===== src/rtl/bitrev_delay.sv =====
// LAT-deep shift register carrying {valid, data} for latency-aligned compares.
module bitrev_delay #(
  parameter int unsigned W   = 8,
  parameter int unsigned LAT = 1
) (
  input  logic         clk,
  input  logic         rst,
  input  logic         flush,
  input  logic         in_valid,
  input  logic [W-1:0] in_data,
  output logic         out_valid,
  output logic [W-1:0] out_data
);

  localparam int unsigned DW = W + 1;

  if (LAT == 0) begin : g_bypass
    // Zero latency: the compare sees the current word directly.
    logic unused_c;
    assign unused_c  = ^{clk, rst, flush};
    assign out_valid = in_valid;
    assign out_data  = in_data;
  end else begin : g_pipe
    localparam int unsigned PW = LAT * DW;
    logic [PW-1:0] pipe;

    // Newest entry enters at the bottom, oldest leaves from the top.
    always_ff @(posedge clk or posedge rst) begin
      if (rst)        pipe <= '0;
      else if (flush) pipe <= '0;
      else            pipe <= PW'({pipe, in_valid, in_data});
    end

    assign {out_valid, out_data} = pipe[PW-1 -: DW];
  end

endmodule


===== config.mk =====
export PLATFORM = sky130hd
export DESIGN_NAME = bitrev_delay
export DESIGN_NICKNAME = d
export VERILOG_FILES = /design/src/rtl/bitrev_delay.sv
export SDC_FILE = /design/constraint.sdc
export NUM_CORES = 1
export LEC_CHECK = 0
export CAP_MARGIN = 20
export CORE_AREA = 2 2 39 41
export DETAILED_ROUTE_END_ITERATION = 8
export DIE_AREA = 0 0 41 43
export SLEW_MARGIN = 15
export SYNTH_ARGS = -nofsm -noshare
export SYNTH_HDL_FRONTEND = slang
export SYNTH_SLANG_ARGS = --single-unit
export TNS_END_PERCENT = 5

===== constraint.sdc =====
create_clock -name clk -period 1.2 [get_ports clk]
set_clock_uncertainty 0.1 [all_clocks]
set_input_delay 0.24 -clock clk [delete_from_list [all_inputs] [get_ports clk]]
set_output_delay 0.24 -clock clk [all_outputs]
set_load 0.005 [all_outputs]

==> impl_metrics.json, run 1 <==
{
  "power_frac_comb": 0.125,
  "seq_area_frac_synth": 0.7895,
  "routed_wirelength_um": 543,
  "p_seq_frac": 0.516,
  "cpPeakStageDelay_ns": 0.37,
  "period_needed_ns": 1.160,
  "cp_top_family": "flip-flops",
  "worstPathArrival_ns": 0.82,
  "cts_max_path_buffers": 2,
  "crit_path_start": "g_pipe.pipe[6]$_DFF_PP0_",
  "die-width_um": 41,
  "relSlewSlack": 0.7837,
  "crit_buf_inv": 1,
  "overflow": 0,
  "largest_reg_flops": 9,
  "synth_top_family_by_area": "simple AND/OR/NAND/NOR gates",
  "synth_simple_gate_area_frac": 0.1974,
  "clkPwrFrac": 0.359,
  "viasPerCell": 3.593,
  "rsz0062_at_grt": "false",
  "cts_tree": "built",
  "fill_cells": 155,
  "dieHeight_um": 43,
  "drt_iter0_drc": 0,
  "die-area_um2": 1763,
  "vias": 212,
  "hold_slack_ns": 0.1413,
  "yosysUniqueCellTypes": 3,
  "worstPathCellList": "clkdlybuf4s15_1",
  "power.ir.vdd_worst_mv": 0.3966,
  "grt_max_degree": 10,
  "syn-cell-area_um2": 285.3,
  "cts.sink_count": 9,
  "htree_levels": 1,
  "clkTransAtPathRegs_ns": 0.06,
  "regArea_um2": 225.2,
  "rows": 14,
  "ys.flop_type": "dfrtp_1",
  "grt_pass1_wl_um": 814,
  "top_regs": "g_pipe.pipe (9)",
  "start_util": 0.2061,
  "cap_violations": 0,
  "synth_compound_area_frac": 0,
  "postRouteAntennaNets": 0,
  "setup_viol": 0,
  "fin_nets": 56,
  "antenna_cells": 0,
  "slowest_stage": "dfrtp_1",
  "worst_pin_slew_ns": 0.3241,
  "critPathCaptureType": "output pin",
  "max_freq_mhz": 862.4,
  "async_reset_ff_frac": 1.000,
  "hold_violations": 0,
  "antenna_found_initial": 0,
  "syn_nets": 31,
  "grt_pass1_vias": 226,
  "synth.largest_area_cell": "dfrtp_1",
  "coreArea_um2": 1384,
  "numPortBuffers": 20,
  "multiInputGateArea_um2": 56.30,
  "leakagePower_uw": 0.0002397,
  "grt_use_total": 0.07630,
  "worst-endpoint-required_ns": 0.86,
  "power.internal_uw": 500.9,
  "power_switching_uw": 124.2,
  "top_register": "g_pipe.pipe",
  "fin_cells": 59,
  "clockRootBuffer": "clkbuf_4",
  "crit_fanout": 1,
  "synth_mux_area_frac": 0,
  "post-cts-setup-buffers": 0,
  "yosys.area_share.adder": 0,
  "powerDensity_nw_per_um2": 1198,
  "routedWlPerCell_um": 9.203,
  "synth.area.top_cells": "dfrtp_1 (79%), nor2b_1 (20%), inv_1 (1.3%)",
  "hold_class": "in2async",
  "area_growth_pct": 82.89,
  "place_inst": 55,
  "ios": 21,
  "crit_type": "reg2out",
  "synth_edf_count": 0,
  "status": "finished, final reports clean",
  "synth-xor-area-share": 0,
  "drive_gt1_frac": 0.1163,
  "drc": 0,
  "ys_seq_elements": 9,
  "firstDrtPassIters": 1,
  "synth_common_cells": "dfrtp_1 (9), nor2b_1 (9), inv_1 (1)",
  "syn_area_per_cell_um2": 15.01,
  "startpoint_type": "flop",
  "cp_num_cells": 1,
  "cts_buffers": 3,
  "yosysWarnings": 0,
  "drv_slew": 0,
  "p_sw_frac": 0.1988,
  "routabilityCongestion": 0.6209,
  "min_period_over_period": 0.9663,
  "synth.top_cell.area_share": 0.7895,
  "syn_inst": 19
}
-- cell type report --
type | count | area share
inverter | 1 | 0.007194
tap | 16 | 0.03837
clock buffer | 4 | 0.05036
timing repair buffer | 20 | 0.3645
sequential | 9 | 0.4317
multi-input combinational | 9 | 0.1079
-- cells by family after synthesis --
kind of cell | count (synthesis)
buf+inv | 1
flops | 9
simple gates | 9
-- stage by stage --
step | utilization | setup TNS (ns) | instance area [um^2] | worst slack, ns | power, uW
2_1_floorplan | - | 0 | 285.3 | 0.5107 | 345.6
3_3_place_gp | 0.3653 | 0 | 505.5 | 0.01272 | 415.8
3_5_place_dp | 0.3653 | -0.005322 | 505.5 | -0.004304 | 416.8
4_1_cts | 0.3843 | 0 | 531.8 | 0.02357 | 644.2
5_1_grt | 0.3770 | 0 | 521.8 | 0.002207 | 670.9
6_report | 0.3770 | 0 | 521.8 | 0.04046 | 625.1
-- routing by layer --
layer | vias up | global-route usage | part of all wire
li1 | 105 | - | -
met1 | 91 | 0.07047 | 0.37
met2 | 16 | 0.1125 | 0.46
met3 | 0 | 0.04712 | 0.17
met4 | 0 | 0.06000 | 0
met5 | - | 0 | 0
-- power by group through the flow --
stage	clock network, uW	registers [uW]	logic (uW)
after floorplan	0	331	15.0
after global placement	0	328	87.5
after detailed placement	0	328	88.6
after CTS	240	323	81.6
after global routing	261	323	86.3
final	225	322	78.1
-- what timing repair did --
item                                    CTS  global route
endpoints found under the setup margin    9             2
hold buffers                              0             0
resized for setup                        18             2
-- layout by cell type (no fill, tap or decap), drive strengths merged --
cell type      synthesis  routed
clkdlybuf4s50          0      11
nor2b                  9       9
inv                    1       1
dfrtp                  9       9
clkdlybuf4s15          0       7
clkbuf                 0       6
-- final timing paths --
kind / to
setup / recovery: out_data[6]
hold / removal: g_pipe.pipe[6]$_DFF_PP0_
max in group asynchronous: g_pipe.pipe[5]$_DFF_PP0_
min in group clk: g_pipe.pipe[6]$_DFF_PP0_
No activity file was read; power rests on OpenSTA's default activity.
==> inputs of run 2 (changes only) <==
- clock period: 1.2 -> 0.95 ns (I/O delays scaled with it)
==> impl_metrics.json, run 2 (synthesis results as in run 1) <==
{
  "status": "complete, but fails checks",
  "violations": "negative setup slack",
  "layout_common_cells": "clkdlybuf4s50_1 (11), nor2b_1 (9), dfrtp_1 (9), buf_2 (9), clkbuf_4 (3)",
  "worst-endpoint-required_ns": 0.66,
  "hold_violations": 0,
  "timing.final.ws_setup_ns": -0.08167,
  "top_register": "g_pipe.pipe",
  "postRouteAntennaNets": 0,
  "cts_buffers": 3,
  "largest_reg_flops": 9,
  "powerDensity_nw_per_um2": 1606,
  "viasPerCell": 3.593,
  "cts_tree": "built",
  "crit_type": "reg2out",
  "drive_gt1_frac": 0.2791,
  "routedWlPerCell_um": 9.424,
  "worstPathArrival_ns": 0.74,
  "drc": 0,
  "slowest_stage": "dfrtp_1",
  "grt_max_degree": 10,
  "start_util": 0.2061,
  "relSlewSlack": 0.7830,
  "overflow": 0,
  "period_needed_ns": 1.032,
  "postPlaceCellArea_um2": 505.5,
  "grt_pass1_wl_um": 828,
  "hold_buffers": 0,
  "coreArea_um2": 1384,
  "die-width_um": 41,
  "cts.sink_count": 9,
  "die-area_um2": 1763,
  "ios": 21,
  "rows": 14,
  "cts_max_path_buffers": 2,
  "drt_iter0_drc": 0,
  "routabilityCongestion": 0.6206,
  "final_common_cell": "clkdlybuf4s50_1",
  "fin_nets": 56,
  "startpoint_type": "flop",
  "drv_slew": 0,
  "critPathCaptureType": "output pin",
  "cpPeakStageDelay_ns": 0.36,
  "grt_use_total": 0.07731,
  "cap_violations": 0,
  "cp_top_family": "flip-flops",
  "antenna_found_initial": 0,
  "area_growth_pct": 70.61,
  "clkTransAtPathRegs_ns": 0.06,
  "antenna_cells": 0,
  "max_freq_mhz": 969.3,
  "vias": 212,
  "worst_pin_slew_ns": 0.3252,
  "worstPathCellList": "buf_2",
  "clockRootBuffer": "clkbuf_4",
  "htree_levels": 1,
  "crit_buf_inv": 1,
  "setup_viol": 9,
  "routed_wirelength_um": 556,
  "rsz0062_at_grt": "true",
  "min_period_over_period": 1.086,
  "fin_area_um2": 486.7,
  "power.ir.vdd_worst_mv": 0.4985,
  "numPortBuffers": 20,
  "dieHeight_um": 43,
  "tns_ns": -0.5953,
  "hold_class": "in2async",
  "grt_pass1_vias": 226,
  "leakagePower_uw": 0.0002419,
  "firstDrtPassIters": 1,
  "crit_fanout": 1,
  "top_regs": "g_pipe.pipe (9)"
}
==> run 2: cell types whose count changed in the layout (fill, tap and decap cells not counted), sizes merged <==
cell and change:
clkdlybuf4s15 -7, clkbuf -2, buf +9
==> run 2: what timing repair did <==
action                                  in CTS  in global routing
endpoints found under the hold margin        0                  0
setup buffers                                0                  0
endpoints found under the setup margin       9                  9
resized for setup                           36                  0
==> run 2: area by class of cell <==
| cell class | count | area, um^2 |
|---|---|---|
| tap | 16 | 20.02 |
| multi-input combinational | 9 | 56.30 |
| fill | 160 | 897.1 |
| clock buffer | 4 | 26.28 |
| timing repair buffer | 20 | 155.1 |
| sequential | 9 | 225.2 |
| inverter | 1 | 3.754 |
==> run 2: routing by layer <==
| metal | vias up | global-route usage | share of wire |
|---|---|---|---|
| met5 | - | 0 | 0 |
| met4 | 0 | 0.06000 | 0 |
| met3 | 0 | 0.04712 | 0.19 |
| met2 | 16 | 0.1125 | 0.45 |
| met1 | 91 | 0.07383 | 0.37 |
| li1 | 105 | - | - |
==> run 2: final timing paths <==
| check | start | to | depth (start not counted) |
|---|---|---|---|
| min in group clk | in_data[6] | g_pipe.pipe[6]$_DFF_PP0_ | 2 |
| max in group asynchronous | rst | g_pipe.pipe[5]$_DFF_PP0_ | 2 |
| worst min-delay path | rst | g_pipe.pipe[6]$_DFF_PP0_ | 2 |
| worst max-delay path | g_pipe.pipe[6]$_DFF_PP0_ | out_data[6] | 1 |
==> run 2: through the flow <==
| stage | total power [uW] | utilization | std cells | hold WS (ns) | setup WS [ns] |
|---|---|---|---|---|---|
| after floorplan | 436.5 | - | 19 | -0.08208 | 0.3107 |
| after global placement | 525.2 | 0.3653 | 55 | 0.3630 | -0.1853 |
| after detailed placement | 526.5 | 0.3653 | 55 | 0.3731 | -0.2043 |
| after CTS | 803.6 | 0.3517 | 59 | 0.09724 | -0.09689 |
| after global routing | 839.1 | 0.3517 | 59 | 0.1304 | -0.1177 |
| final | 781.5 | 0.3517 | 59 | 0.09184 | -0.08167 |
==> run 2: power breakdown <==
part	internal, uW	switching [uW]	total [uW]
Clock	161	122	284
Combinational	61.4	30.2	91.5
Sequential	402	3.98	406
==> inputs of run 3 (changes only) <==
- clock period: 0.95 -> 1.34 ns (I/O delays scaled with it)
==> impl_metrics.json, run 3 (synthesis results as in run 1) <==
{
  "crit_fanout": 1,
  "leakagePower_uw": 0.0002598,
  "crit_path_start": "g_pipe.pipe[6]$_DFF_PP0_",
  "grt_max_degree": 10,
  "overflow": 0,
  "grt_pass1_wl_um": 814,
  "start_util": 0.2061,
  "layout_common_cells": "clkdlybuf4s50_1 (11), nor2b_1 (9), dfrtp_1 (9), dlygate4sd2_1 (9), clkbuf_4 (3)",
  "grt-busiest-layer": "met2",
  "clkTransAtPathRegs_ns": 0.06,
  "coreArea_um2": 1384,
  "drc": 0,
  "drt_iter0_drc": 0,
  "numPortBuffers": 20,
  "p_sw_frac": 0.1981,
  "dieHeight_um": 43,
  "period_needed_ns": 1.244,
  "hold_violations": 0,
  "cp_top_family": "flip-flops",
  "cts_tree": "built",
  "power.ir.vdd_worst_mv": 0.3538,
  "power.internal_uw": 447.0,
  "power_frac_comb": 0.123,
  "tns_ns": 0,
  "clockRootBuffer": "clkbuf_4",
  "top_regs": "g_pipe.pipe (9)",
  "powerDensity_nw_per_um2": 1071,
  "clkPwrFrac": 0.360,
  "routed_wirelength_um": 538,
  "cpPeakStageDelay_ns": 0.36,
  "antenna_found_initial": 0,
  "crit_buf_inv": 1,
  "area_growth_pct": 82.46,
  "startpoint_type": "flop",
  "worst_pin_slew_ns": 0.3252,
  "die-width_um": 41,
  "vias": 212,
  "postLayoutCoreUtil": 0.3761,
  "hold_class": "in2async",
  "cts.sink_count": 9,
  "worstPathArrival_ns": 0.88,
  "grt.met1_usage": 0.07047,
  "die-area_um2": 1763,
  "crit_type": "reg2out",
  "power_switching_uw": 110.4,
  "drive_gt1_frac": 0.06977,
  "grt_use_total": 0.07630,
  "cap_violations": 0,
  "top_register": "g_pipe.pipe",
  "routabilityCongestion": 0.6205,
  "slowest_stage": "dfrtp_1",
  "ios": 21,
  "rsz0062_at_grt": "false",
  "grtUsageMet3": 0.04712,
  "viasPerCell": 3.593,
  "fin_nets": 56,
  "drv_slew": 0,
  "worstPathCellList": "dlygate4sd2_1",
  "max_freq_mhz": 804.0,
  "rows": 14,
  "antenna_cells": 0,
  "postRouteAntennaNets": 0,
  "final_common_cell": "clkdlybuf4s50_1",
  "post-cts-setup-buffers": 0,
  "met2_usage": 0.1125,
  "cts_buffers": 3,
  "critPathCaptureType": "output pin",
  "p_seq_frac": 0.517,
  "worst-endpoint-required_ns": 0.97,
  "relSlewSlack": 0.7829,
  "status": "finished, final reports clean",
  "htree_levels": 1,
  "min_period_over_period": 0.9281,
  "routedWlPerCell_um": 9.119,
  "setup_viol": 0,
  "grt_pass1_vias": 226,
  "cts_max_path_buffers": 2,
  "firstDrtPassIters": 1,
  "largest_reg_flops": 9
}
run 3: changes by cell type in the layout (fill, tap and decap cells not counted):
cell,change
buf_2,-9
dlygate4sd2_1,+9
run 3: power by group through the flow:
stage / Sequential [uW] / Clock, uW / Combinational [uW]
CTS: 288 / 215 / 70.2
global placement: 294 / 0 / 78.3
detailed placement: 294 / 0 / 79.3
global route: 289 / 234 / 75.9
finish: 288 / 201 / 68.5
floorplan: 296 / 0 / 13.5
run 3: path summary, 6_finish.rpt:
kind	endpoint	slack [ns]	cells past startpoint
min in group clk	g_pipe.pipe[6]$_DFF_PP0_	0.46	2
worst max-delay path	out_data[6]	0.1	1
max in group asynchronous	g_pipe.pipe[5]$_DFF_PP0_	0.72	2
worst min-delay path	g_pipe.pipe[6]$_DFF_PP0_	0.17	2
run 3: cell type report:
cell class                      instances  area [um^2]
Fill cell                             152        863.3
Tap cell                               16        20.02
Sequential cell                         9        225.2
Inverter                                1        3.754
Timing Repair Buffer                   20        188.9
Clock buffer                            4        26.28
Multi-Input combinational cell          9        56.30
run 3: repair_timing:
action                                  in CTS  in global routing
endpoints found under the setup margin       9                  0
hold buffers                                 0                  0
resized for setup                            9                  0
run 3: through the flow:
step,hold WS [ns],worst slack [ns],std cells,power [uW],instance area (um^2)
after global routing,0.2079,0.05153,59,598.9,520.5
after CTS,0.1750,0.07971,59,573.1,520.5
final,0.1699,0.09629,59,557.4,520.5
after detailed placement,0.4508,0.1077,55,373.2,505.5
after floorplan,-0.004082,0.6227,19,309.5,285.3
after global placement,0.4410,0.1259,55,372.3,505.5
run 3: layer usage:
| metal | wire length [um] | share of wire | up-vias |
|---|---|---|---|
| met5 | 0 | 0 | - |
| met2 | 248 | 0.46 | 16 |
| li1 | - | - | 105 |
| met4 | 0 | 0 | 0 |
| met1 | 195 | 0.36 | 91 |
| met3 | 94 | 0.17 | 0 |
